$ cat src/rtl/int8_vecmac_pkg.sv
// Shared types and constants for the INT8 vector MAC and its job controller.
package int8_vecmac_pkg;

   typedef enum logic [1:0] {
      S_IDLE,
      S_ISSUE,
      S_DRAIN,
      S_DONE
   } state_t;

   localparam int MAC_LAT   = 8;
   localparam int MAC_OW    = 19;
   localparam int ACC_W_DEF = 27;

   function automatic logic [15:0] sat_inc16(input logic [15:0] v);
      return (v == 16'hFFFF) ? v : v + 16'd1;
   endfunction

endpackage

$ cat src/rtl/mul8x8x8_wallace.sv
// 8-lane unsigned INT8 dot-product MAC: product row, 3-level reduction tree,
// then a delay line so out_valid appears MAC_LAT cycles after the input edge.
module mul8x8x8_wallace
   import int8_vecmac_pkg::*;
(
   input  logic              clk,
   input  logic              rst_n,
   input  logic              in_valid,
   input  logic [63:0]       a,
   input  logic [63:0]       b,
   output logic              out_valid,
   output logic [MAC_OW-1:0] out_sum
);

   localparam int DL = MAC_LAT - 4;

   logic [MAC_LAT:0]    r_v;
   logic [63:0]         r_a;
   logic [63:0]         r_b;
   logic [15:0]         r_pp [8];
   logic [16:0]         r_s2 [4];
   logic [17:0]         r_s3 [2];
   logic [MAC_OW-1:0]   r_s4;
   logic [MAC_OW-1:0]   r_dl [DL];

   // Only the valid chain is reset; data is qualified by it.
   always_ff @(posedge clk) begin
      if (!rst_n) begin
         r_v <= '0;
      end else begin
         r_v <= {r_v[MAC_LAT-1:0], in_valid};
      end
   end

   always_ff @(posedge clk) begin
      r_a <= a;
      r_b <= b;
      for (int i = 0; i < 8; i++) begin
         r_pp[i] <= 16'(r_a[8*i +: 8]) * 16'(r_b[8*i +: 8]);
      end
      for (int i = 0; i < 4; i++) begin
         r_s2[i] <= {1'b0, r_pp[2*i]} + {1'b0, r_pp[2*i+1]};
      end
      for (int i = 0; i < 2; i++) begin
         r_s3[i] <= {1'b0, r_s2[2*i]} + {1'b0, r_s2[2*i+1]};
      end
      r_s4 <= {1'b0, r_s3[0]} + {1'b0, r_s3[1]};
      r_dl[0] <= r_s4;
      for (int i = 1; i < DL; i++) begin
         r_dl[i] <= r_dl[i-1];
      end
   end

   assign out_valid = r_v[MAC_LAT];
   assign out_sum   = r_dl[DL-1];

endmodule

$ cat src/rtl/int8_dot_ctrl.sv
// Job controller for the INT8 dot-product MAC: streams chunks, accumulates results.
// Optional cycle counter output enabled by INT8_DOT_CTRL_PERF_EN.
module int8_dot_ctrl
   import int8_vecmac_pkg::*;
#(
   parameter int LEN_W = 8,
   parameter int ACC_W = ACC_W_DEF
) (
   input  logic             clk,
   input  logic             rst,
   input  logic             cmd_valid,
   output logic             cmd_ready,
   input  logic [LEN_W-1:0] cmd_len,
   input  logic             op_valid,
   output logic             op_ready,
   input  logic [63:0]      op_a,
   input  logic [63:0]      op_b,
   output logic             res_valid,
   input  logic             res_ready,
   output logic [ACC_W-1:0] res_sum,
   output logic             busy
`ifdef INT8_DOT_CTRL_PERF_EN
   ,
   output logic [15:0]      perf_cycles
`endif
);

   localparam logic [LEN_W:0] CNT_ONE = (LEN_W+1)'(1);

   state_t             r_state;
   state_t             w_next;
   logic [LEN_W-1:0]   r_len;
   logic [LEN_W:0]     r_issued;
   logic [LEN_W:0]     r_retired;
   logic [ACC_W-1:0]   r_acc;
   logic               w_cmd_hs;
   logic               w_op_hs;
   logic               w_ret;
   logic               w_mac_v;
   logic [MAC_OW-1:0]  w_mac_sum;
   logic               w_mac_rst_n;

   assign w_cmd_hs    = cmd_valid & (r_state == S_IDLE);
   assign w_op_hs     = op_valid & (r_state == S_ISSUE);
   assign w_ret       = w_mac_v &
                        ((r_state == S_ISSUE) | (r_state == S_DRAIN));
   assign w_mac_rst_n = ~rst;

   mul8x8x8_wallace u_mac (
      .clk       (clk),
      .rst_n     (w_mac_rst_n),
      .in_valid  (w_op_hs),
      .a         (op_a),
      .b         (op_b),
      .out_valid (w_mac_v),
      .out_sum   (w_mac_sum)
   );

   always_ff @(posedge clk) begin
      if (rst) r_state <= S_IDLE;
      else     r_state <= w_next;
   end

   always_comb begin
      w_next    = r_state;
      cmd_ready = 1'b0;
      op_ready  = 1'b0;
      res_valid = 1'b0;
      busy      = 1'b1;
      unique case (r_state)
         S_IDLE: begin
            cmd_ready = 1'b1;
            busy      = 1'b0;
            if (cmd_valid) w_next = S_ISSUE;
         end
         S_ISSUE: begin
            op_ready = 1'b1;
            if (op_valid && r_issued == {1'b0, r_len}) w_next = S_DRAIN;
         end
         S_DRAIN: begin
            if (w_ret && r_retired == {1'b0, r_len}) w_next = S_DONE;
         end
         S_DONE: begin
            res_valid = 1'b1;
            if (res_ready) w_next = S_IDLE;
         end
         default: w_next = S_IDLE;
      endcase
   end

   always_ff @(posedge clk) begin
      if (rst) begin
         r_len     <= '0;
         r_issued  <= '0;
         r_retired <= '0;
         r_acc     <= '0;
      end else if (w_cmd_hs) begin
         r_len     <= cmd_len;
         r_issued  <= '0;
         r_retired <= '0;
         r_acc     <= '0;
      end else begin
         if (w_op_hs) r_issued <= r_issued + CNT_ONE;
         if (w_ret) begin
            r_acc     <= r_acc + ACC_W'(w_mac_sum);
            r_retired <= r_retired + CNT_ONE;
         end
      end
   end

   assign res_sum = r_acc;

`ifdef INT8_DOT_CTRL_PERF_EN
   logic [15:0] r_perf_cnt;

   // Count includes the cycle in which DONE is entered.
   always_ff @(posedge clk) begin
      if (rst) begin
         r_perf_cnt  <= '0;
         perf_cycles <= '0;
      end else begin
         if (w_cmd_hs) r_perf_cnt <= '0;
         else if (r_state == S_ISSUE || r_state == S_DRAIN)
            r_perf_cnt <= sat_inc16(r_perf_cnt);
         if (r_state == S_DRAIN && w_next == S_DONE)
            perf_cycles <= sat_inc16(r_perf_cnt);
      end
   end
`endif

endmodule

$ cat config.mk
export PLATFORM = sky130hd
export DESIGN_NAME = int8_dot_ctrl
export DESIGN_NICKNAME = d
export VERILOG_FILES = /design/src/rtl/int8_vecmac_pkg.sv /design/src/rtl/mul8x8x8_wallace.sv /design/src/rtl/int8_dot_ctrl.sv
export SDC_FILE = /design/constraint.sdc
export NUM_CORES = 2
export LEC_CHECK = 0
export ABC_AREA = 1
export BUFFER_PORTS_ARGS = -buffer_cell sky130_fd_sc_hd__clkbuf_2
export CAP_MARGIN = 30
export CORE_AREA = 3 3 376 303
export CTS_CLUSTER_DIAMETER = 30
export CTS_CLUSTER_SIZE = 14
export DETAILED_ROUTE_END_ITERATION = 8
export DIE_AREA = 0 0 379 306
export HOLD_SLACK_MARGIN = 0.08
export PLACE_DENSITY_LB_ADDON = 0.12
export SLEW_MARGIN = 10
export SYNTH_ARGS = -nofsm -noshare
export SYNTH_HDL_FRONTEND = slang
export SYNTH_SLANG_ARGS = --single-unit
export TNS_END_PERCENT = 10
$ cat constraint.sdc
create_clock -name clk -period 4.6 [get_ports clk]
set_input_delay 0.92 -clock clk [delete_from_list [all_inputs] [get_ports clk]]
set_output_delay 0.92 -clock clk [all_outputs]
set_load 0.02 [all_outputs]
# --- Yosys cells after proc, flatten, opt, wreduce, memory -nomap -nowiden ---
# Memory sizes are Yosys's and may differ from the RTL's.
# Index checks and enable logic that the tools add are counted.
classes:
  add_sub_neg: 10
  multipliers: 8
  eq_ne: 9
  n_mux: 9
  bitwise_logic: 4
  n_reduce_logical: 5
ops:
  columns: ["operator", "count"]
  rows:
  - ["8-bit by 8-bit multiplier with 16-bit output", 8]
  - ["16-bit by 16-bit adder with 17-bit output", 4]
  - ["17-bit by 17-bit adder with 18-bit output", 2]
  - ["27-bit by 19-bit adder with 27-bit output", 1]
  - ["18-bit by 18-bit adder with 19-bit output", 1]
  - ["9-bit by 1-bit adder with 9-bit output (second input constant)", 2]
  - ["9-bit by 8-bit equality test with 1-bit output", 2]
  - ["2-bit two-way mux", 4]
  - ["2-bit case mux with 4 select lines", 1]
  - ["2-bit equality test (second input constant)", 2]
  - ["1-bit two-way mux", 4]
  - ["2-bit by 1-bit != test with 1-bit output (second input constant)", 2]
  - ["2-bit != test (second input constant)", 2]
  - ["4-bit AND reduction", 1]
  - ["1-bit AND", 3]
  - ["2-bit by 1-bit equality test with 1-bit output (second input constant)", 1]
  - ["1-bit logical AND", 2]
  - ["2-bit zero test", 1]
  - ["2-bit OR reduction", 1]
  - ["1-bit bitwise OR", 1]
word_totals:
  register_bits: 211
  ram_bits: 308
  input_bits: 141
  wordCells: 58
  n_memories: 4
mem_list:
  columns: ["memory", "words", "word_bits", "read_ports", "rd_ports_with_merged_regs", "write_ports", "line_no", "text"]
  rows:
  - ["u_mac.r_pp", 8, 16, 8, 0, 8, "mul8x8x8_wallace.sv:20", "logic [15:0] r_pp [8];"]
  - ["u_mac.r_dl", 4, 19, 4, 0, 4, "mul8x8x8_wallace.sv:24", "logic [MAC_OW-1:0] r_dl [DL];"]
  - ["u_mac.r_s2", 4, 17, 4, 0, 4, "mul8x8x8_wallace.sv:21", "logic [16:0] r_s2 [4];"]
  - ["u_mac.r_s3", 2, 18, 2, 0, 2, "mul8x8x8_wallace.sv:22", "logic [17:0] r_s3 [2];"]

# --- Depth between registers and ports, before layout ---
logic_depth:
  word_depth: 6
  ltp_mapped: 20
  ltp_nobuf: 19

# --- By module ---
# A second synthesis with hierarchy kept.
unflattened:
  cells_unflattened: 4976
  hier_area_um2: 37529.7
modules_own_cells:
  columns: ["mod", "instances", "cells_each", "area_each_um2", "seq_area_each_um2"]
  rows:
  - ["mul8x8x8_wallace", 1, 4328, 33583.5, 9288.9]
  - ["int8_dot_ctrl", 1, 648, 3946.3, 1101.1]

# --- Worst setup path after synthesis ---
# OpenSTA, ideal clock, no wires.
synth_timing:
  path_kind: "reg2reg"
  from: "register u_mac.r_b[55]"
  to: "memory u_mac.r_pp[6][12], in the netlist u_mac.r_pp[1][44]"
  setup_ns: 0.127
  t_arrival_ns: 3.832
  setup_slack_ns: 0.642
  stages_incl_launch_ff: 16
  synth_period_minus_slack_ns: 3.958
  cell_sequence: "dfxtp_1 clkbuf_1 nand2_1 fa_1 fa_1 inv_1 fa_1 inv_1 fa_1 inv_1 ha_1 a21oi_1 o21ai_0 a21oi_1 o21ai_0 xor2_1"
synth_lines:
  columns: ["item", "line_no", "text"]
  rows:
  - ["start, declared", "mul8x8x8_wallace.sv:19", "logic [63:0] r_b;"]
  - ["start signal, assigned", "mul8x8x8_wallace.sv:37", "r_b <= b;"]
  - ["end, declared", "mul8x8x8_wallace.sv:20", null]

==> flow_metrics.py <==
metrics = {
    "die": {
        "die_x_um": 379,
        "placeableCoreArea_mm2": 0.110,
        "ios": 172,
        "start_util_pct": 32.9,
        "rows": 109,
        "die_area_mm2": 0.116,
        "die_h_um": 306,
    },
    "pwr": {
        "total_power_mw": 28.4,
        "seqPwrFrac_pct": 24.3,
        "p_comb_share_pct": 45.2,
        "p_sw_share_pct": 41.0,
        "intPower_mw": 16.7,
        "p_leak_nw": 24.3,
        "p_clk_share_pct": 30.5,
        "cellPowerDensity_mw_per_mm2": 663,
        "switching_power_mw": 11.6,
        "max-vdd-ir-drop_v": 0.000348,
    },
    "clock_network": {
        "cts.sinks": 519,
        "postCtsHoldBufs": 0,
        "cts_resized": 0,
        "clk_path_buf_depth": 3,
        "cts_tree": "yes",
        "numCtsBuffers": 117,
        "ctsHtreeMaxLevel": 3,
        "root_buffer": "clkbuf_16",
        "insertion_delay_ps": 710,
        "clk_pin_slew_ps": 50,
        "post-cts-setup-buffer-count": 0,
    },
    "finish": {
        "stdcell_count": 6294,
        "nets": 5617,
        "drive_above_1_share_pct": 9.17,
        "multi_input_area_mm2": 0.0214,
        "fin_util_pct": 38.7,
        "mostFrequentLayoutCell": "inv_1",
        "area_delta_synth_final_pct": 17.7,
        "regArea_mm2": 0.0104,
        "stdcell_area_mm2": 0.0428,
        "most-common-layout-cells": "inv_1 (1081), nand2_1 (1045), dfxtp_1 (519), ha_1 (429), fa_1 (296)",
        "fillCellCount": 11400,
        "antennaDiodeCount": 0,
    },
    "sta": {
        "final.period_utilization_pct": 90.7,
        "timing.final.ws_setup_ps": 428,
        "worst_pin_slew_ps": 897,
        "period_minus_slack_ps": 4170,
        "clock_skew_ps": 33.2,
        "timing.hold.ws_ps": 311,
        "fin_tns_setup_ps": 0,
        "maxSlewViolCount": 0,
        "setup_viol": 0,
        "rsz0062_at_grt": "false",
        "hold_viol_final": 0,
        "max_freq_mhz": 240,
        "relSlewSlack_pct": 40.1,
    },
    "worst_setup_path": {
        "critPathSlowestCell": "fa_1",
        "crit_chain": "nand2_1 -> fa_1 -> fa_1 -> inv_1 -> fa_1 -> inv_1 -> fa_1 -> inv_1 -> ha_1 -> nand2_1 -> nor3_1 -> o21ai_0 -> nand2_1 -> nand2_1 -> nand2_1 -> xor2_1",
        "critPathMaxFanout": 8,
        "crit_top_cell": "nand2_1",
        "end_kind": "flop",
        "crit_type": "reg2reg",
        "worstRegToRegCells": 16,
        "worstPathRequired_ps": 5210,
        "arrival_ps": 4780,
        "critical-path-max-stage-delay_ps": 530,
        "start_kind": "flop",
    },
    "flow_run": {
        "maxCapViolCount": 0,
    },
    "place": {
        "placement.io_buffers": 171,
        "dpl_cell_area_mm2": 0.0386,
        "dp_slack_ps": 440,
        "gp_congestion": 0.835,
        "dp.cells": 6075,
        "place_hpwl_mm": 66.2,
    },
    "route": {
        "ant_nets": 0,
        "routed-via-count": 27400,
        "drtIter0Drc": 1470,
        "viasPerCell": 4.35,
        "wl_per_cell_um": 12.9,
        "drcViolationCount": 0,
        "drt-total-wl_mm": 81.5,
        "first_pass_iters": 8,
    },
    "yosys": {
        "async_flop_share_pct": 0,
        "synth_edf_count": 0,
        "syn_avg_cell_area_um2": 7.93,
        "yosysWarnings": 0,
        "ys.flop_type": "dfxtp_1",
        "ys_types": 44,
        "synth.net_count": 5456,
        "syn_inst": 4590,
        "ys_ff_latch": 519,
        "syn_area_mm2": 0.0364,
        "yosysSeqAreaShare_pct": 28.6,
    },
    "global_routing": {
        "grt.total_usage_pct": 14.5,
        "antenna_found_initial": 0,
        "grt_max_degree": 29,
        "grt_pass1_wl_mm": 139,
        "grt_pass1_vias": 27700,
        "overflow": 0,
    },
    "hold_path": {
        "hold_class": "in2reg",
        "worstHoldPathCells": 1,
    },
    "status": {
        "status": "finished, final reports clean",
    },
}
[layout make-up]
cell class / count / area share, %
multi-input combinational: 2846 / 49.9
sequential: 519 / 24.3
timing repair buffer: 181 / 2.17
tap: 1443 / 4.22
clock inverter: 90 / 2.70
clock buffer: 129 / 7.18
inverter: 1086 / 9.52
[synthesized netlist by cell type, types with 2 or more instances]
cell type	count	area, um2
and2_1	4	25.0
nand2_2	9	56.3
xnor2_1	54	473
a31oi_1	14	87.6
o21ai_0	135	676
a21oi_2	4	35.0
nor2_2	5	31.3
nand3_2	6	60.1
a211oi_1	9	67.6
buf_2	14	70.1
a21o_1	11	82.6
o31ai_1	2	15.0
o21ai_2	10	87.6
clkbuf_1	124	465
xor2_1	125	1090
nor2_4	2	22.5
nor2_1	208	781
o2111ai_1	3	26.3
nor3b_1	2	15.0
o21bai_1	15	113
nand3b_1	5	37.5
o22ai_1	2	12.5
fa_1	296	5930
o21ai_1	18	90.1
dfxtp_1	519	10400
o21a_1	2	15.0
ha_1	429	5370
a21oi_1	230	1150
nor3_2	3	30.0
nand4_1	22	138
nand2_1	1045	3920
nand3_1	120	601
o211ai_1	4	30.0
nor3_1	46	230
inv_1	1081	4060
inv_2	4	15.0
[kinds of logic after synthesis]
logic type / count (synthesis) / share of synthesized area, %
AO/OA/AOI/OAI: 464 / 6.98
XOR/XNOR: 179 / 4.31
adder cells (fa/ha/maj): 725 / 31.0
buffers and inverters: 1225 / 12.7
flip-flops: 519 / 28.6
AND/OR/NAND/NOR: 1478 / 16.4
[per-layer routing]
metal	wire length, um	track usage [%]
met1	43700	22.0
met2	32300	20.7
met3	3990	3.06
met4	1420	3.36
met5	0	0
[worst paths after layout]
check,from,to,slack [ps]
setup reg to reg,u_mac.r_b[52],u_mac.r_pp[1][47],430
hold / removal,op_a[16],u_mac.r_a[16],310
setup / recovery,u_mac.r_b[52],u_mac.r_pp[1][47],430
hold reg to reg,u_mac.r_dl[0][10],u_mac.r_dl[1][10],320
[power by group through the flow]
stage / Clock (mW) / Combinational [mW] / Sequential (mW)
6_report: 8.66 / 12.8 / 6.88
5_1_grt: 9.16 / 14.9 / 7.03
4_1_cts: 8.93 / 13.0 / 6.91
3_5_place_dp: 0 / 12.9 / 6.97
3_3_place_gp: 0 / 13.0 / 6.97
2_1_floorplan: 0 / 10.0 / 6.51
[state kept, by name (all words and copies together) (netlist names)]
| signal | count |
|---|---|
| r_len | 8 |
| res_sum | 27 |
| r_issued | 9 |
| u_mac.r_s3 | 36 |
| r_state | 2 |
| u_mac.r_b | 64 |
| u_mac.r_pp | 128 |
| r_retired | 9 |
| u_mac.r_a | 64 |
| u_mac.r_s4 | 19 |
| u_mac.r_v | 9 |
| u_mac.r_s2 | 68 |
| u_mac.r_dl | 76 |
[worst max-delay path: cells and delay by family, from the launching register on]
family,cells,cell delay (ps)
xor+xnor,1,140
buf+inv,3,150
compound gates,1,150
simple gates,6,750
flops,1,520
fa+ha+maj,5,2400
Power figures use the tool's default switching activity.
